File: src/rtl/conv_pkg.sv
// Shared definitions for the conv_pool result path: pixel/tile widths and
// the packed 4x4-tile word carried from the packer to the memory writer.
package conv_pkg;

  localparam int PIX_W    = 8;
  localparam int TILE_PIX = 16;
  localparam int TILE_W   = PIX_W * TILE_PIX;
  localparam int ADDR_W   = 16;
  localparam int WADDR_W  = 12;

  typedef struct packed {
    logic [WADDR_W-1:0]  waddr;
    logic [TILE_PIX-1:0] be;
    logic [TILE_W-1:0]   data;
  } packed_word_t;

endpackage

File: src/rtl/conv_sync_fifo.sv
// Single-clock FIFO of packed tile words. A push while full is only taken
// when a pop happens on the same edge; the head reads as zero when empty.
module conv_sync_fifo
  import conv_pkg::*;
#(
  parameter int DEPTH = 4
) (
  input  logic                       clk,
  input  logic                       rst,
  input  logic                       push,
  input  packed_word_t               din,
  input  logic                       pop,
  output packed_word_t               dout,
  output logic                       full,
  output logic                       empty,
  output logic [$clog2(DEPTH+1)-1:0] count
);

  localparam int PW = $clog2(DEPTH);
  localparam int CW = $clog2(DEPTH+1);

  packed_word_t   mem_q [DEPTH];
  logic [PW-1:0]  wr_ptr_q, rd_ptr_q;
  logic [CW-1:0]  count_q, count_d;
  logic           wr_en, rd_en;

  assign full  = (count_q == CW'(DEPTH));
  assign empty = (count_q == '0);
  assign wr_en = push && (!full || pop);
  assign rd_en = pop && !empty;
  assign count = count_q;
  assign dout  = empty ? '0 : mem_q[rd_ptr_q];

  always_comb begin
    count_d = count_q;
    case ({wr_en, rd_en})
      2'b10:   count_d = count_q + 1'b1;
      2'b01:   count_d = count_q - 1'b1;
      default: count_d = count_q;
    endcase
  end

  always_ff @(posedge clk or posedge rst) begin
    if (rst) begin
      wr_ptr_q <= '0;
      rd_ptr_q <= '0;
      count_q  <= '0;
    end else begin
      if (wr_en) wr_ptr_q <= wr_ptr_q + 1'b1;
      if (rd_en) rd_ptr_q <= rd_ptr_q + 1'b1;
      count_q <= count_d;
    end
  end

  // Storage carries no reset; stale entries are never visible past the empty mask.
  always_ff @(posedge clk) begin
    if (wr_en) mem_q[wr_ptr_q] <= din;
  end

endmodule

File: src/rtl/conv_result_packer.sv
// Packs the byte-wide conv_pool result stream into 128-bit 4x4 tile words
// and queues them for the memory writer; drops are flagged, never stalled.
module conv_result_packer
  import conv_pkg::*;
#(
  parameter int DEPTH = 4,
  parameter int LANES = 16
) (
  input  logic                       clk,
  input  logic                       rst,
  input  logic                       in_we,
  input  logic [ADDR_W-1:0]          in_addr,
  input  logic [PIX_W-1:0]           in_data,
  input  logic                       flush,
  output logic                       out_valid,
  input  logic                       out_ready,
  output logic [TILE_W-1:0]          out_data,
  output logic [WADDR_W-1:0]         out_waddr,
  output logic [LANES-1:0]           out_be,
  output logic [$clog2(DEPTH+1)-1:0] count,
  output logic                       overflow
);

  logic                act_q, act_d;
  logic [WADDR_W-1:0]  waddr_q, waddr_d;
  logic [TILE_W-1:0]   data_q, data_d;
  logic [LANES-1:0]    be_q, be_d;
  logic                overflow_q;

  logic [3:0]          lane;
  logic [WADDR_W-1:0]  in_word;
  logic                hit, change;
  logic [TILE_W-1:0]   open_data, merge_data;
  logic [LANES-1:0]    open_be, merge_be;
  logic                push, pop, full, empty;
  packed_word_t        push_word, head;

  assign lane    = in_addr[3:0];
  assign in_word = in_addr[ADDR_W-1:4];
  assign hit     = in_we && (!act_q || (waddr_q == in_word));
  assign change  = in_we && act_q && (waddr_q != in_word);

  // open_* is the incoming byte alone; merge_* overlays it on the live word.
  for (genvar gi = 0; gi < LANES; gi++) begin : g_lane
    assign open_be[gi]              = (lane == 4'(gi));
    assign open_data[8*gi +: 8]     = open_be[gi] ? in_data : 8'h00;
    assign merge_be[gi]             = open_be[gi] | (act_q & be_q[gi]);
    assign merge_data[8*gi +: 8]    = (open_be[gi] || !act_q) ? open_data[8*gi +: 8]
                                                              : data_q[8*gi +: 8];
  end

  always_comb begin
    act_d     = act_q;
    waddr_d   = waddr_q;
    data_d    = data_q;
    be_d      = be_q;
    push      = 1'b0;
    push_word = '{waddr: waddr_q, be: be_q, data: data_q};
    if (change) begin
      push    = 1'b1;
      act_d   = 1'b1;
      waddr_d = in_word;
      data_d  = open_data;
      be_d    = open_be;
    end else if (hit) begin
      if (merge_be == '1 || flush) begin
        push      = 1'b1;
        push_word = '{waddr: in_word, be: merge_be, data: merge_data};
        act_d     = 1'b0;
      end else begin
        act_d   = 1'b1;
        waddr_d = in_word;
        data_d  = merge_data;
        be_d    = merge_be;
      end
    end else if (flush && act_q) begin
      push  = 1'b1;
      act_d = 1'b0;
    end
  end

  always_ff @(posedge clk or posedge rst) begin
    if (rst) begin
      act_q      <= 1'b0;
      waddr_q    <= '0;
      data_q     <= '0;
      be_q       <= '0;
      overflow_q <= 1'b0;
    end else begin
      act_q   <= act_d;
      waddr_q <= waddr_d;
      data_q  <= data_d;
      be_q    <= be_d;
      if (push && full && !pop) overflow_q <= 1'b1;
    end
  end

  conv_sync_fifo #(.DEPTH(DEPTH)) u_fifo (
    .clk   (clk),
    .rst   (rst),
    .push  (push),
    .din   (push_word),
    .pop   (pop),
    .dout  (head),
    .full  (full),
    .empty (empty),
    .count (count)
  );

  assign out_valid = !empty;
  assign pop       = out_valid && out_ready;
  assign out_data  = head.data;
  assign out_waddr = head.waddr;
  assign out_be    = head.be;
  assign overflow  = overflow_q;

endmodule
File: config.mk
export PLATFORM = sky130hd
export DESIGN_NAME = conv_result_packer
export DESIGN_NICKNAME = d
export VERILOG_FILES = /design/src/rtl/conv_pkg.sv /design/src/rtl/conv_sync_fifo.sv /design/src/rtl/conv_result_packer.sv
export SDC_FILE = /design/constraint.sdc
export NUM_CORES = 1
export LEC_CHECK = 0
export ABC_AREA = 1
export BUFFER_PORTS_ARGS = -buffer_cell sky130_fd_sc_hd__buf_2
export CELL_PAD_IN_SITES_DETAIL_PLACEMENT = 0
export CELL_PAD_IN_SITES_GLOBAL_PLACEMENT = 1
export CORE_UTILIZATION = 48
export CTS_CLUSTER_DIAMETER = 50
export DETAILED_ROUTE_END_ITERATION = 10
export PLACE_DENSITY_LB_ADDON = 0.25
export SYNTH_ARGS = -nofsm -noshare
export SYNTH_HDL_FRONTEND = slang
export SYNTH_SLANG_ARGS = --single-unit
File: constraint.sdc
create_clock -name clk -period 11 [get_ports clk]
set_input_delay 1.65 -clock clk [delete_from_list [all_inputs] [get_ports clk]]
set_output_delay 1.65 -clock clk [all_outputs]
set_load 0.01 [all_outputs]
* Word-level counts from Yosys, hierarchy flattened
Memories as Yosys holds them, arrays and structs flattened.
Index checks and enable logic that the tools add are counted.
** Storage, ports and cells
- RAM bits :: 624
- Memories kept :: 1
- Logic and storage cells :: 161
- Output and inout bits :: 161
- Bits in registers :: 165
- Bits of input ports :: 29
** Memory list
- u_fifo.mem_q :: words 4, width 156, read ports 1, clocked after memory_dff 0, write ports 1, line conv_sync_fifo.sv:22 : packed_word_t mem_q [DEPTH];
** Cells by class
- Equal/unequal tests :: 22
- Bitwise gates (word level) :: 32
- Mux-type cells :: 56
- $add $sub $neg :: 4
- Reductions and logical operators :: 38
** Operators with widths (number)
- 156-bit 2-to-1 mux :: 4
- 128-bit 2-to-1 mux :: 3
- 8-bit 2-to-1 mux :: 32
- 16-bit 2-to-1 mux :: 3
- 12-bit 2-to-1 mux :: 3
- 4-bit == test, second input constant :: 8
- 1-bit logical OR :: 19
- 1-bit AND :: 16
- 16-bit == test, second input constant :: 1
- 4-bit by 3-bit == test with 1-bit output, second input constant :: 4
- 1-bit OR :: 16
- 12-bit == test :: 1
- 12-bit != test :: 1
- 1-bit 2-to-1 mux :: 10
- 1-bit logical AND :: 9
- 4-bit by 2-bit == test with 1-bit output, second input constant :: 2
- 3-bit one-hot mux with 2 select lines :: 1
- 2-bit by 1-bit adder with 2-bit output, second input constant :: 2
- 4-bit by 1-bit == test with 1-bit output, second input constant :: 1
- 1-bit zero test :: 4
- 4-bit zero test :: 1
- 2-bit nonzero test :: 2
- 3-bit by 1-bit adder with 3-bit output, second input constant :: 1
- 3-bit == test, second input constant :: 1
- other kinds (7) :: 7

* Depth between registers and ports, before layout
Gate-level depths: netlist of the first run.
- Depth in word-level cells :: 10
- Depth in mapped cells :: 17

* Hierarchy
From an unflattened synthesis of the first run, not the netlist that was laid out.
** Second synthesis, totals
- Cell total of the unflattened synthesis :: 4888
- Area, all modules :: 40226.1 µm²
** Modules (own cells, without submodules)
- conv_sync_fifo :: cells an instance 2523, area an instance 26974.6 µm², instances 1, sequential area each 18913.1 µm²
- conv_result_packer :: cells an instance 2365, area an instance 13251.5 µm², instances 1, sequential area each 3953.8 µm²

* Worst setup path before layout of the first run
OpenSTA, ideal clock, no wires.
- Kind :: input to register
- Start point :: in in_addr[0]
- End point :: mem u_fifo.mem_q[0][0] (netlist bit) (enable)
- Setup time :: 675 ps
- Data arrival time :: 9294 ps
- Stages :: 11
- Setup slack :: 1032 ps
- Required time :: 10325 ps
- Buffers on the path :: 0
- Cells stage by stage :: nor2_2 -> nand2_2 -> nand2_1 -> nand2_1 -> nor2_1 -> nand2_1 -> o21ai_2 -> nand2_2 -> nand2_1 -> nand2_1 -> nor2_1
** Between the ends
- Longest elaborated chain between the ends :: 10
- Elaborated cells between the ends (all ways) :: 40
- Classes of those cells :: eq/ne: 16; mux: 5; bitwise: 16; reduce/logical: 3
** RTL lines
- from (decl) :: line conv_result_packer.sv:12 : input logic [ADDR_W-1:0] in_addr,
- 4-bit by 1-bit == test with 1-bit output (tied with other cells) :: line conv_result_packer.sv:45 : assign open_be[gi] = (lane == 4'(gi));
- 1-bit OR :: line conv_result_packer.sv:47 : assign merge_be[gi] = open_be[gi] | (act_q & be_q[gi]);
- 16-bit == test * :: line conv_result_packer.sv:66 : if (merge_be == '1 || flush) begin
- 1-bit logical OR * :: line conv_result_packer.sv:66
- 1-bit 2-to-1 mux * :: line conv_result_packer.sv:66
- 1-bit 2-to-1 mux * :: line conv_result_packer.sv:65 : end else if (hit) begin
- 1-bit 2-to-1 mux * :: line conv_result_packer.sv:59 : if (change) begin
- 1-bit logical AND * :: line conv_sync_fifo.sv:29 : assign wr_en = push && (!full || pop);
- 1-bit 2-to-1 mux * :: line conv_sync_fifo.sv:57 : if (wr_en) mem_q[wr_ptr_q] <= din;
- 1-bit 2-to-1 mux (not written as such) * :: line conv_sync_fifo.sv:57
- to (decl) :: line conv_sync_fifo.sv:22
Mark *: on every way between the ends. The rest lies on a longest branch, timed or not.

* Final worst setup path of the first run
- Start point :: in in_addr[14]
- End point :: mem u_fifo.mem_q[2][108] (netlist bit) (enable)
** Between the ends
- Longest elaborated chain between the ends :: 8
- Elaborated cells between the ends (all ways) :: 10
- Classes of those cells :: eq/ne: 2; mux: 4; reduce/logical: 4
** RTL lines
- 12-bit == test :: line conv_result_packer.sv:40 : assign hit = in_we && (!act_q || (waddr_q == in_word));
- 1-bit logical OR :: line conv_result_packer.sv:40
- 1-bit logical AND :: line conv_result_packer.sv:40
- 1-bit 2-to-1 mux :: line conv_result_packer.sv:65
- 1-bit 2-to-1 mux * :: line conv_result_packer.sv:59
- 1-bit logical AND * :: line conv_sync_fifo.sv:29
- 1-bit 2-to-1 mux * :: line conv_sync_fifo.sv:57
- 1-bit 2-to-1 mux (not written as such) * :: line conv_sync_fifo.sv:57
Marks and branches as above.

==> results.sh, run 1 <==
export IMPL_dp_hpwl_um=55300
export IMPL_p_switching_mw=3.73
export IMPL_drv_slew=0
export IMPL_period_minus_slack_ns=5.79
export IMPL_pwr_share_clk=0.287
export IMPL_firstDrtPassIters=6
export IMPL_ys_async_sr_fraction=0.209
export IMPL_cts_buffers=86
export IMPL_p_sw_frac=0.365
export IMPL_grt_pass1_wl_um=145000
export IMPL_critPathRequiredTime_ns=11.26
export IMPL_power_leakage_nw=16.3
export IMPL_die_w_um=275
export IMPL_reg2reg_depth=12
export IMPL_grt_pass1_vias=24300
export IMPL_hold_class="reg -> reg"
export IMPL_htreeDepth=3
export IMPL_cp_slowest_cell="buf_4"
export IMPL_clk_pin_slew_ns=0.06
export IMPL_wl_per_cell_um=19.5
export IMPL_cts_repair_resized=0
export IMPL_ir_drop_uv=152
export IMPL_crit_type="in -> reg"
export IMPL_drt_iter0_drc=2650
export IMPL_postLayoutCellArea_um2=40300
export IMPL_crit_end="u_fifo.mem_q[2][108]"
export IMPL_r2r_slack_ns=5.86
export IMPL_grt_max_degree=143
export IMPL_internal_power_mw=6.50
export IMPL_final_common_cell="nor2_1"
export IMPL_critPathCaptureType="flip-flop"
export IMPL_route_detailed_drc=0
export IMPL_place_inst=4725
export IMPL_comb_power_share=0.327
export IMPL_portBuffers=189
export IMPL_drt_total_wl_um=95200
export IMPL_routabilityCongestion=0.820
export IMPL_rsz0062_at_grt="false"
export IMPL_placed_area_um2=37400
export IMPL_start_util=0.489
export IMPL_syn_area_per_cell_um2=9.47
export IMPL_grt_usage=0.250
export IMPL_layout_common_cells="767 x nor2_1, 624 x edfxtp_1, 623 x nand2_1, 413 x o21ai_0, 308 x inv_1"
export IMPL_crit_chain="buf_2 -> inv_1 -> nand2_1 -> nand2_1 -> nand2_1 -> nor2_1 -> nand3_1 -> a21oi_1 -> nand2_8 -> nand2_1 -> nand2_1 -> nor2_4 -> buf_4 -> buf_4"
export IMPL_tns_ns=0
export IMPL_hold_path_depth=2
export IMPL_cts_setup_buffers=0
export IMPL_synth_top_flop_cell="edfxtp_1"
export IMPL_drive_above_1_share=0.0984
export IMPL_cts_root_buf="clkbuf_16"
export IMPL_overflow=0
export IMPL_coreArea_um2=73500
export IMPL_ant_nets=0
export IMPL_ys_ff_latch=789
export IMPL_drv_cap=0
export IMPL_final_core_util=0.548
export IMPL_crit_reg2reg_launch="act_q"
export IMPL_slowest_delay_ns=0.74
export IMPL_setup_viol=0
export IMPL_worstSetupStartpointType="input pin"
export IMPL_io_pin_count=190
export IMPL_ys_warn_count=0
export IMPL_place_ws_ns=4.51
export IMPL_postSynthCellCount=3789
export IMPL_nets=3889
export IMPL_fillers=6528
export IMPL_fp_dieH_um=275
export IMPL_p_total_mw=10.2
export IMPL_floorplan_die_area_um2=75900
export IMPL_skew_ns=0.0326
export IMPL_startpoint="in_addr[14]"
export IMPL_clock_path_buffers=3
export IMPL_status="finished clean"
export IMPL_synth_edf_count=624
export IMPL_finalHoldViolCount=0
export IMPL_area_delta_synth_final_pct=12.2
export IMPL_arrival_ns=6.05
export IMPL_worst_pin_slew_ns=1.20
export IMPL_syn_area_um2=35900
export IMPL_insertion_delay_ns=0.65
export IMPL_rows=99
export IMPL_clock_fmax_ghz=0.173
export IMPL_synth_net_count=3824
export IMPL_cts_tree="yes"
export IMPL_holdWs_ns=0.478
export IMPL_layout_cells_non_filler=4889
export IMPL_maxSlewHeadroom=0.197
export IMPL_cts_hold_buffers=0
export IMPL_cp_max_fo=118
export IMPL_pwr_share_seq=0.386
export IMPL_ys_types=28
export IMPL_pwr_density_cell_nw_per_um2=254
export IMPL_antenna_found_initial=13
export IMPL_cts_sinks=789
export IMPL_setup_ws_ns=5.21
export IMPL_reg2reg_to="u_fifo.mem_q[2][108]"
export IMPL_critPathMostFrequentCell="nand2_1"
export IMPL_seq_area_frac_synth=0.637
export IMPL_vias=26400
export IMPL_viasPerCell=5.39
export IMPL_post_route_period_util=0.526
-- final cells by class --
type / instances / area, µm² / share of cell area
Clock inverter: 52 / 637 / 0.0158
Multi-Input combinational cell: 2425 / 10800 / 0.269
Inverter: 327 / 1250 / 0.0311
Clock buffer: 105 / 2240 / 0.0557
Tap cell: 959 / 1200 / 0.0298
Antenna cell: 7 / 17.5 / 0.000435
Timing Repair Buffer: 225 / 1220 / 0.0302
Sequential cell: 789 / 22900 / 0.568
-- cell families (layout without fill, tap and decap cells) --
logic type	after synthesis	after routing	synth area share
AOI/OAI and AO/OA	999	999	0.146
and+or+nand+nor	1411	1411	0.149
adders and majority gates	6	6	0.00230
other	0	7	0
xor gates and xnor gates	9	9	0.00220
DFF	789	789	0.637
buffers and inverters	575	709	0.0634
-- worst min-delay path by stage --
stage / startpoint / endpoint / slack [ns]
floorplan: data_q[104] / data_q[104] / 0.45
global placement: data_q[108] / data_q[108] / 0.46
detailed placement: data_q[127] / data_q[127] / 0.46
CTS: data_q[126] / data_q[126] / 0.48
global route: data_q[127] / data_q[127] / 0.49
finish: data_q[94] / data_q[94] / 0.48
-- layer usage --
metal / routed length (µm) / vias up / global-route usage / share of wire
met5: 43 / - / 0 / 0.00045
met4: 2110 / 8 / 0.0710 / 0.022
met3: 5880 / 121 / 0.0358 / 0.062
met2: 43600 / 740 / 0.394 / 0.46
met1: 43500 / 12600 / 0.361 / 0.46
li1: - / 12900 / - / -
-- state kept, by name, summed over array words and instances (netlist names) --
name and flops:
data_q 128, overflow 1, waddr_q 12, u_fifo.count 3
be_q 16, act_q 1, u_fifo.rd_ptr_q 2, u_fifo.wr_ptr_q 2
u_fifo.mem_q 624
-- synthesized netlist by cell type (11+ instances only) --
library cell	instances	area (µm²)
a31oi_1	11	68.8
nand2_1	624	2340
clkbuf_1	171	642
o21ai_1	237	1190
o22ai_1	88	551
inv_1	312	1170
buf_1	22	82.6
clkinv_1	11	41.3
o21ai_0	413	2070
a22oi_1	49	368
buf_2	35	175
dfrtp_1	165	4130
a21oi_1	198	991
buf_4	20	150
edfxtp_1	624	18700
nor2_1	771	2890
-- power by group through the flow --
stage               registers [mW]  clock network (mW)  logic [mW]
finish                        3.96                2.94        3.34
global route                  4.00                3.10        3.72
CTS                           3.95                2.99        3.40
detailed placement            4.01                   0        3.39
global placement              4.01                   0        3.37
floorplan                     4.04                   0        2.10
-- worst max-delay path, delay by kind of cell --
kind	cells	cell delay (ns)
AO/OA/AOI/OAI	1	0.50
buffers and inverters	4	1.41
AND/OR/NAND/NOR	9	2.34
No activity file was read; power rests on OpenSTA's default activity.
==> run 2: changes to the inputs <==
--- a/config.mk
+++ b/config.mk
@@ -9,7 +9,7 @@
 export BUFFER_PORTS_ARGS = -buffer_cell sky130_fd_sc_hd__buf_2
 export CELL_PAD_IN_SITES_DETAIL_PLACEMENT = 0
 export CELL_PAD_IN_SITES_GLOBAL_PLACEMENT = 1
-export CORE_UTILIZATION = 48
+export CORE_UTILIZATION = 43
 export CTS_CLUSTER_DIAMETER = 50
 export DETAILED_ROUTE_END_ITERATION = 10
 export PLACE_DENSITY_LB_ADDON = 0.25
==> constraint.sdc (replaced) <==
create_clock -name clk -period 5.15 [get_ports clk]
set_input_delay 0.7725 -clock clk [delete_from_list [all_inputs] [get_ports clk]]
set_output_delay 0.7725 -clock clk [all_outputs]
set_load 0.01 [all_outputs]
==> run 2 against run 1 <==
Net effect:
- non-clock buffer count grew 3
- utilization shrank 4.8 points
- sequential power grew 110%
- clock skew grew 0.0091 ns
- final area grew 2.4%
- global-route usage shrank 1.3 points
- die area grew 12%
==> results.sh, run 2 (synthesis results as in run 1) <==
export IMPL_cts_buffers=101
export IMPL_htreeDepth=3
export IMPL_worst_pin_slew_ns=1.10
export IMPL_cts_hold_buffers=0
export IMPL_drv_cap=0
export IMPL_grt_pass1_wl_um=153000
export IMPL_drt_iter0_drc=2256
export IMPL_drive_above_1_share=0.106
export IMPL_critPathCaptureType="output pin"
export IMPL_nets=3907
export IMPL_rsz0062_at_grt="false"
export IMPL_period_minus_slack_ns=3.92
export IMPL_route_detailed_drc=0
export IMPL_holdWs_ns=0.239
export IMPL_skew_ns=0.0417
export IMPL_crit_reg2reg_launch="waddr_q[10]"
export IMPL_worstSetupStartpointType="flip-flop"
export IMPL_critPathRequiredTime_ns=4.38
export IMPL_setup_viol=0
export IMPL_grt_max_degree=190
export IMPL_io_pin_count=190
export IMPL_postLayoutCellArea_um2=41200
export IMPL_die_w_um=291
export IMPL_coreArea_um2=82400
export IMPL_clock_path_buffers=3
export IMPL_start_util=0.436
export IMPL_routabilityCongestion=0.780
export IMPL_final_core_util=0.500
export IMPL_fp_dieH_um=291
export IMPL_cp_max_fo=57
export IMPL_cts_root_buf="clkbuf_16"
export IMPL_setup_ws_ns=1.23
export IMPL_ant_nets=0
export IMPL_place_ws_ns=0.785
export IMPL_post_route_period_util=0.761
export IMPL_cts_repair_resized=0
export IMPL_top_register="u_fifo.mem_q"
export IMPL_overflow=0
export IMPL_clk_pin_slew_ns=0.06
export IMPL_layout_cells_non_filler=5029
export IMPL_area_delta_synth_final_pct=14.8
export IMPL_ir_drop_uv=643
export IMPL_reg2reg_to="u_fifo.mem_q[0][52]"
export IMPL_dp_hpwl_um=59100
export IMPL_p_total_mw=23.1
export IMPL_final_common_cell="nor2_1"
export IMPL_pwr_density_cell_nw_per_um2=561
export IMPL_status="finished clean"
export IMPL_placed_area_um2=37700
export IMPL_tns_ns=0
export IMPL_arrival_ns=3.15
export IMPL_portBuffers=189
export IMPL_clock_fmax_ghz=0.255
export IMPL_drv_slew=0
export IMPL_cts_sinks=789
export IMPL_hold_class="in -> async"
export IMPL_vias=26400
export IMPL_top_regs="u_fifo.mem_q (624), data_q (128), be_q (16)"
export IMPL_layout_common_cells="767 x nor2_1, 624 x edfxtp_1, 623 x nand2_1, 413 x o21ai_0, 308 x inv_1"
export IMPL_insertion_delay_ns=0.67
export IMPL_cts_tree="yes"
export IMPL_rows=105
export IMPL_place_inst=4839
export IMPL_floorplan_die_area_um2=84600
export IMPL_drt_total_wl_um=101000
export IMPL_r2r_slack_ns=1.24
export IMPL_wl_per_cell_um=20.1
export IMPL_largest_reg_flops=624
export IMPL_power_leakage_nw=16.7
export IMPL_reg2reg_depth=12
export IMPL_grt_pass1_vias=24500
export IMPL_grt_usage=0.236
export IMPL_antenna_found_initial=5
export IMPL_viasPerCell=5.26
export IMPL_crit_type="reg -> out"
export IMPL_maxSlewHeadroom=0.269
export IMPL_finalHoldViolCount=0
export IMPL_firstDrtPassIters=5
export IMPL_cts_setup_buffers=0
run 2: worst max-delay path, cell delays in order (launching register included):
cell,delay (ns)
dfrtp_4,0.85
inv_6,0.37
buf_4,0.41
nor2_1,0.15
o21ai_0,0.09
a21oi_1,0.33
buf_2,0.20
run 2: routing by layer:
| layer | track usage | routed length, µm | part of all wire |
|---|---|---|---|
| met1 | 0.335 | 46000 | 0.45 |
| met2 | 0.377 | 47200 | 0.47 |
| met3 | 0.0370 | 5580 | 0.055 |
| met4 | 0.0662 | 2280 | 0.023 |
| met5 | 0 | 39 | 0.00039 |
run 2: layout make-up:
type	count	area (µm²)
Antenna cell	2	5.00
Inverter	327	1250
Fill cell	7498	41200
Tap cell	1070	1340
Clock buffer	118	2620
Sequential cell	789	22900
Clock inverter	70	845
Timing Repair Buffer	228	1450
Multi-Input combinational cell	2425	10800
run 2: power breakdown:
| group | leakage (nW) | total, mW | internal (mW) | switching (mW) |
|---|---|---|---|---|
| Clock | 1.67 | 7.21 | 4.36 | 2.85 |
| Sequential | 8.08 | 8.41 | 8.08 | 0.329 |
| Combinational | 6.96 | 7.50 | 2.21 | 5.29 |
| Total | 16.7 | 23.1 | 14.7 | 8.47 |
run 2: worst max path at each step:
stage | from | endpoint | slack, ns | depth (start not counted)
floorplan | in_addr[0] | u_fifo.mem_q[0][0] | -1.35 | 11
global placement | in_addr[14] | u_fifo.mem_q[0][91] | 0.82 | 13
detailed placement | in_addr[14] | u_fifo.mem_q[0][94] | 0.78 | 13
CTS | u_fifo.rd_ptr_q[1] | out_data[74] | 1.17 | 6
global route | waddr_q[10] | u_fifo.mem_q[0][51] | 1.0 | 12
finish | u_fifo.rd_ptr_q[1] | out_data[74] | 1.23 | 6
